==> config.mk <==
export PLATFORM = sky130hd
export DESIGN_NAME = rv32i_regfile_sb
export DESIGN_NICKNAME = d
export VERILOG_FILES = /design/src/rtl/rv32i_regfile_sb.sv
export SDC_FILE = /design/constraint.sdc
export NUM_CORES = 2
export LEC_CHECK = 0
export CAP_MARGIN = 40
export CORE_ASPECT_RATIO = 1.25
export CORE_MARGIN = 2
export CORE_UTILIZATION = 35
export DETAILED_ROUTE_END_ITERATION = 8
export SETUP_SLACK_MARGIN = 0.5
export SYNTH_ARGS = -nofsm -noshare
export SYNTH_HDL_FRONTEND = slang
export SYNTH_HIERARCHICAL = 1
export SYNTH_SLANG_ARGS = --single-unit
==> constraint.sdc <==
create_clock -name clk_i -period 42.4 [get_ports clk_i]
set_input_delay 4.24 -clock clk_i [delete_from_list [all_inputs] [get_ports clk_i]]
set_output_delay 4.24 -clock clk_i [all_outputs]
set_load 0.005 [all_outputs]
==> src/rtl/rv32i_regfile_sb.sv <==
// rv32i_regfile_sb: RV32I integer register file (x0..x31) with a per-register pending-write scoreboard.
// Optional same-cycle writeback bypass on the read ports: define RV32I_RF_WB_BYPASS_EN.

module rv32i_regfile_sb_chk #(
   parameter int NREGS = 32
) (
   input logic             clk,
   input logic             rst,
   input logic [NREGS-1:0] dec_at_zero,
   input logic [NREGS-1:0] inc_at_sat
);

   // A commit must always retire a previously issued write.
   a_no_underflow: assert property (@(posedge clk) disable iff (rst)
      dec_at_zero == {NREGS{1'b0}});

   // Decode must honour issue_ok and never push a saturated counter.
   a_no_overflow: assert property (@(posedge clk) disable iff (rst)
      inc_at_sat == {NREGS{1'b0}});

endmodule

module rv32i_regfile_sb #(
   parameter int NREGS    = 32,
   parameter int SB_CNT_W = 2
) (
   input  logic        clk_i,
   input  logic        rst_i,
   input  logic [4:0]  rs1_addr_i,
   output logic [31:0] rs1_rdata_o,
   output logic        rs1_busy_o,
   input  logic [4:0]  rs2_addr_i,
   output logic [31:0] rs2_rdata_o,
   output logic        rs2_busy_o,
   input  logic        rd_we_i,
   input  logic [4:0]  rd_addr_i,
   input  logic [31:0] rd_wdata_i,
   input  logic        issue_i,
   input  logic [4:0]  issue_rd_i,
   output logic        issue_ok_o,
   input  logic        flush_i
);

   localparam logic [SB_CNT_W-1:0] CNT_ZERO = {SB_CNT_W{1'b0}};
   localparam logic [SB_CNT_W-1:0] CNT_ONE  = SB_CNT_W'(1);
   localparam logic [SB_CNT_W-1:0] CNT_SAT  = {SB_CNT_W{1'b1}};

   logic [31:0]         regs_r      [NREGS];
   logic [SB_CNT_W-1:0] cnt_r       [NREGS];
   logic [SB_CNT_W-1:0] cnt_nxt_s   [NREGS];
   logic [NREGS-1:0]    inc_s;
   logic [NREGS-1:0]    dec_s;
   logic [NREGS-1:0]    dec_at_zero_s;
   logic [NREGS-1:0]    inc_at_sat_s;

`ifdef RV32I_RF_WB_BYPASS_EN
   logic wb_hit1_s;
   logic wb_hit2_s;
`endif

   // Architectural state; x0 is never written so it reads as zero forever.
   always_ff @(posedge clk_i or posedge rst_i) begin
      if (rst_i) begin
         for (int r = 0; r < NREGS; r++) begin
            regs_r[r] <= 32'd0;
         end
      end else if (rd_we_i && (rd_addr_i != 5'd0)) begin
         regs_r[rd_addr_i] <= rd_wdata_i;
      end
   end

   // Per-register in-flight counter next state: saturating, flush wins over inc/dec.
   always_comb begin
      for (int r = 0; r < NREGS; r++) begin
         inc_s[r]         = issue_i && (issue_rd_i == 5'(r)) && (5'(r) != 5'd0);
         dec_s[r]         = rd_we_i && (rd_addr_i == 5'(r)) && (5'(r) != 5'd0);
         dec_at_zero_s[r] = dec_s[r] && !inc_s[r] && (cnt_r[r] == CNT_ZERO);
         inc_at_sat_s[r]  = inc_s[r] && !dec_s[r] && (cnt_r[r] == CNT_SAT);
         if (flush_i) begin
            cnt_nxt_s[r] = CNT_ZERO;
         end else if (inc_s[r] && !dec_s[r] && (cnt_r[r] != CNT_SAT)) begin
            cnt_nxt_s[r] = cnt_r[r] + CNT_ONE;
         end else if (dec_s[r] && !inc_s[r] && (cnt_r[r] != CNT_ZERO)) begin
            cnt_nxt_s[r] = cnt_r[r] - CNT_ONE;
         end else begin
            cnt_nxt_s[r] = cnt_r[r];
         end
      end
   end

   // Scoreboard counter state.
   always_ff @(posedge clk_i or posedge rst_i) begin
      if (rst_i) begin
         for (int r = 0; r < NREGS; r++) begin
            cnt_r[r] <= CNT_ZERO;
         end
      end else begin
         for (int r = 0; r < NREGS; r++) begin
            cnt_r[r] <= cnt_nxt_s[r];
         end
      end
   end

`ifdef RV32I_RF_WB_BYPASS_EN
   assign wb_hit1_s = rd_we_i && (rd_addr_i == rs1_addr_i) && (rs1_addr_i != 5'd0);
   assign wb_hit2_s = rd_we_i && (rd_addr_i == rs2_addr_i) && (rs2_addr_i != 5'd0);
`endif

   // Read port 1; a bypass hit sees the counter as if this commit had already retired.
   always_comb begin
      rs1_rdata_o = 32'd0;
      rs1_busy_o  = 1'b0;
      if (rst_i) begin
         rs1_rdata_o = 32'd0;
         rs1_busy_o  = 1'b0;
      end
`ifdef RV32I_RF_WB_BYPASS_EN
      else if (wb_hit1_s) begin
         rs1_rdata_o = rd_wdata_i;
         rs1_busy_o  = (cnt_r[rs1_addr_i] != CNT_ONE);
      end
`endif
      else begin
         rs1_rdata_o = regs_r[rs1_addr_i];
         rs1_busy_o  = (rs1_addr_i != 5'd0) && (cnt_r[rs1_addr_i] != CNT_ZERO);
      end
   end

   // Read port 2, same rules as port 1.
   always_comb begin
      rs2_rdata_o = 32'd0;
      rs2_busy_o  = 1'b0;
      if (rst_i) begin
         rs2_rdata_o = 32'd0;
         rs2_busy_o  = 1'b0;
      end
`ifdef RV32I_RF_WB_BYPASS_EN
      else if (wb_hit2_s) begin
         rs2_rdata_o = rd_wdata_i;
         rs2_busy_o  = (cnt_r[rs2_addr_i] != CNT_ONE);
      end
`endif
      else begin
         rs2_rdata_o = regs_r[rs2_addr_i];
         rs2_busy_o  = (rs2_addr_i != 5'd0) && (cnt_r[rs2_addr_i] != CNT_ZERO);
      end
   end

   // A saturated destination may still issue when a commit frees a slot this cycle.
   always_comb begin
      issue_ok_o = 1'b1;
      if (rst_i) begin
         issue_ok_o = 1'b1;
      end else begin
         issue_ok_o = (cnt_r[issue_rd_i] != CNT_SAT) || dec_s[issue_rd_i];
      end
   end

   rv32i_regfile_sb_chk #(
      .NREGS(NREGS)
   ) u_chk (
      .clk        (clk_i),
      .rst        (rst_i),
      .dec_at_zero(dec_at_zero_s),
      .inc_at_sat (inc_at_sat_s)
   );

endmodule

==> impl_metrics.py <==
metrics = {
    "sta": {
        "setup_tns_ns": 0,
        "clock_skew_ns": 0.0344,
        "worst_slew_pin_slew_ns": 0.986,
        "setup_ws_ns": 29.67,
        "fin_crit_ns": 12.73,
        "fmax_ghz": 0.0785,
        "rsz0062_at_grt": "no",
        "relSlewSlack": 0.343,
        "finalSetupViolCount": 0,
        "slew_violations": 0,
        "hold_viol_final": 0,
        "fin_crit_sh": 0.300,
    },
    "synth": {
        "synth_top_area_cell": "dfrtp_1",
        "netlist_top_cells_count": "nand2_1 (1561), dfrtp_1 (1086), mux2_2 (546), mux4_2 (511), clkbuf_1 (296)",
        "netlist.area_leader.share": 0.450,
        "synth_ff_type": "dfrtp_1",
        "syn-num-nets": 5129,
        "yosysUniqueCellTypes": 69,
        "synth_seq_cells": 1086,
        "synth_area_per_cell_sq_um": 11.9,
        "syn_inst": 5072,
        "syn-cell-area_sq_um": 60400,
        "synth.most_common_cell": "nand2_1",
        "ys_async_sr_fraction": 1.00,
        "ys_seq_area_frac": 0.450,
        "yosysWarnings": 6,
        "synth-edff-count": 0,
        "ys_top_cells_by_area": "dfrtp_1 (45%), mux4_2 (19%), mux2_2 (10%), nand2_1 (9.7%), mux2i_1 (2.3%)",
    },
    "pwr": {
        "swShare": 0.282,
        "power_switching_w": 0.000837,
        "p_int_w": 0.00213,
        "clock_power_share": 0.345,
        "p_leak_nw": 29.5,
        "p_comb_frac": 0.199,
        "pwr-share-seq": 0.456,
        "peakVddDrop_mv": 0.0382,
        "p_per_area_nw_per_um2": 43.7,
    },
    "setup_path": {
        "cp.required_ns": 38.16,
        "critPathKind": "in2out",
        "cp_slowest_cell": "buf_12",
        "worstSetupStartpointType": "input port",
        "cp-end-kind": "output pin",
        "critPathMaxStageDelay_ns": 0.72,
        "worstPathMaxFanout": 102,
        "crit_chain": "buf_8 -> buf_12 -> buf_4 -> buf_16 -> mux4_2 -> nand2_1 -> a32o_1 -> a2111oi_2 -> clkdlybuf4s50_1",
        "cp.arrival_ns": 8.49,
    },
    "floorplan": {
        "fp.dieArea_sq_um": 176000,
        "num_io_pins": 124,
        "die_h_microns": 468,
        "core_area_sq_um": 172000,
        "chipWidth_microns": 376,
        "fp-row-count": 170,
        "start_util": 0.352,
    },
    "grt": {
        "grt_pass1_wl_microns": 307000,
        "track_usage": 0.237,
        "globalRouteOverflowTotal": 0,
        "grt_max_degree": 167,
        "first_global_vias": 44200,
        "antenna_found_initial": 14,
    },
    "route": {
        "wl_per_cell_microns": 28.6,
        "vias": 43600,
        "firstDrtPassIters": 6,
        "routed_wl_microns": 209000,
        "drc": 0,
        "drtIter0Drc": 5047,
        "viasPerCell": 5.98,
        "antenna_left": 0,
    },
    "placement": {
        "place_ws_ns": 29.59,
        "port_buffers": 123,
        "gp_congestion": 0.813,
        "dp_hpwl_microns": 118000,
    },
    "clock_tree": {
        "insertion_delay_ns": 0.77,
        "clock_sinks": 1086,
        "hold_buffers": 0,
        "tritoncts": "yes",
        "numCtsBuffers": 113,
        "h-tree-depth": 3,
        "cts_resized": 0,
        "postCtsSetupBuffers": 0,
        "clockBufferDepth": 3,
        "clkTransAtPathRegs_ns": 0.06,
        "root_buffer": "clkbuf_16",
    },
    "run_status": {
        "run_status": "finished clean",
    },
    "flow_run": {
        "maxCapViolations": 0,
    },
    "cells_and_area": {
        "drive_above_1_share": 0.302,
        "area_delta_synth_final_pct": 12.4,
        "fill_cells": 16000,
        "final_nets": 5025,
    },
    "hold_path": {
        "hp-class": "reg2reg",
    },
}
-- worst max-delay path: cells and delay by family --
kind                   cells  cell delay, ns
buffers and inverters      5            2.89
AOI/OAI and AO/OA          2            0.83
muxes                      1            0.26
and+or+nand+nor            1            0.05
-- through the flow --
stage          area (sq um)  hold WS, ns   util  instances  power [W]
2_1_floorplan         60400        0.441      -       5072    0.00179
3_3_place_gp          62900        0.377  0.366       7031    0.00192
4_1_cts               67900        0.397  0.395       7292    0.00298
3_5_place_dp          64100        0.383  0.374       7088    0.00195
6_report              67900        0.398  0.395       7296    0.00297
5_1_grt               67900        0.411  0.395       7294    0.00309
-- power by group through the flow --
stage | sequential, W | clock [W] | combinational, W
6_report | 0.00135 | 0.00102 | 0.000589
5_1_grt | 0.00137 | 0.00108 | 0.000638
4_1_cts | 0.00135 | 0.00104 | 0.000590
3_5_place_dp | 0.00137 | 0 | 0.000589
3_3_place_gp | 0.00135 | 0 | 0.000566
2_1_floorplan | 0.00132 | 0 | 0.000461
-- cells in the final DEF (no fill, tap or decap), types with 24 or more instances in the layout --
master           netlist  routed
nand2_1             1561    1561
dfrtp_1             1086    1086
mux2_2               546     546
mux4_2               511     511
mux2i_1              137     137
clkbuf_16              0     115
clkdlybuf4s50_1        0     115
buf_4                 34     103
a21oi_1               71      71
a211oi_1              66      66
nor2_1                70      64
a32o_1                56      56
nand3_1               60      52
a2111oi_2             48      49
nor2b_1               48      44
o21ai_0               37      37
buf_16                 0      35
o211ai_1              34      34
and2_1                35      33
clkbuf_1             296      33
a21o_1                32      32
nor2_4                 1      24
-- sequential cells by signal, summed over array words and instances (netlist names) --
signal and cells:
regs_r 1024, cnt_r 62
-- cell families after synthesis --
logic type / share of synthesized area
XOR/XNOR: 0.000580
buffers and inverters: 0.0454
flip-flops: 0.450
AND/OR/NAND/NOR: 0.126
AO/OA/AOI/OAI: 0.0536
multiplexers: 0.325
-- final timing paths --
kind,from,end,slack [ns],depth (start not counted)
worst min register to register,regs_r[1018],regs_r[1018],0.40,0
worst max-delay path,rs2_addr_i[0],rs2_rdata_o[28],29.67,9
worst max register to register,cnt_r[21],cnt_r[20],41.39,3
min in group asynchronous,rst_i,cnt_r[15],3.89,2
worst min-delay path,regs_r[1018],regs_r[1018],0.40,0
max in group asynchronous,rst_i,regs_r[446],35.23,6
-- final cells by class --
| type | instances | area [sq um] | area share |
|---|---|---|---|
| antenna | 3 | 7.51 | 0.000111 |
| clock buffer | 168 | 3280 | 0.0483 |
| clock inverter | 36 | 458 | 0.00675 |
| inverter | 4 | 30.0 | 0.000442 |
| multi-input combinational | 3475 | 30700 | 0.453 |
| sequential | 1086 | 27200 | 0.400 |
| tap | 2236 | 2800 | 0.0412 |
| timing repair buffer | 288 | 3390 | 0.0500 |
-- metal layers --
layer	GRT usage	up-vias	share of wire	wire [microns]
met3	0.0503	547	0.090	18800
met5	0	-	0.00044	92
met1	0.310	22900	0.40	82800
met2	0.376	2226	0.46	96600
li1	-	18000	-	-
met4	0.111	16	0.050	10400
No activity file was read; power rests on OpenSTA's default activity.
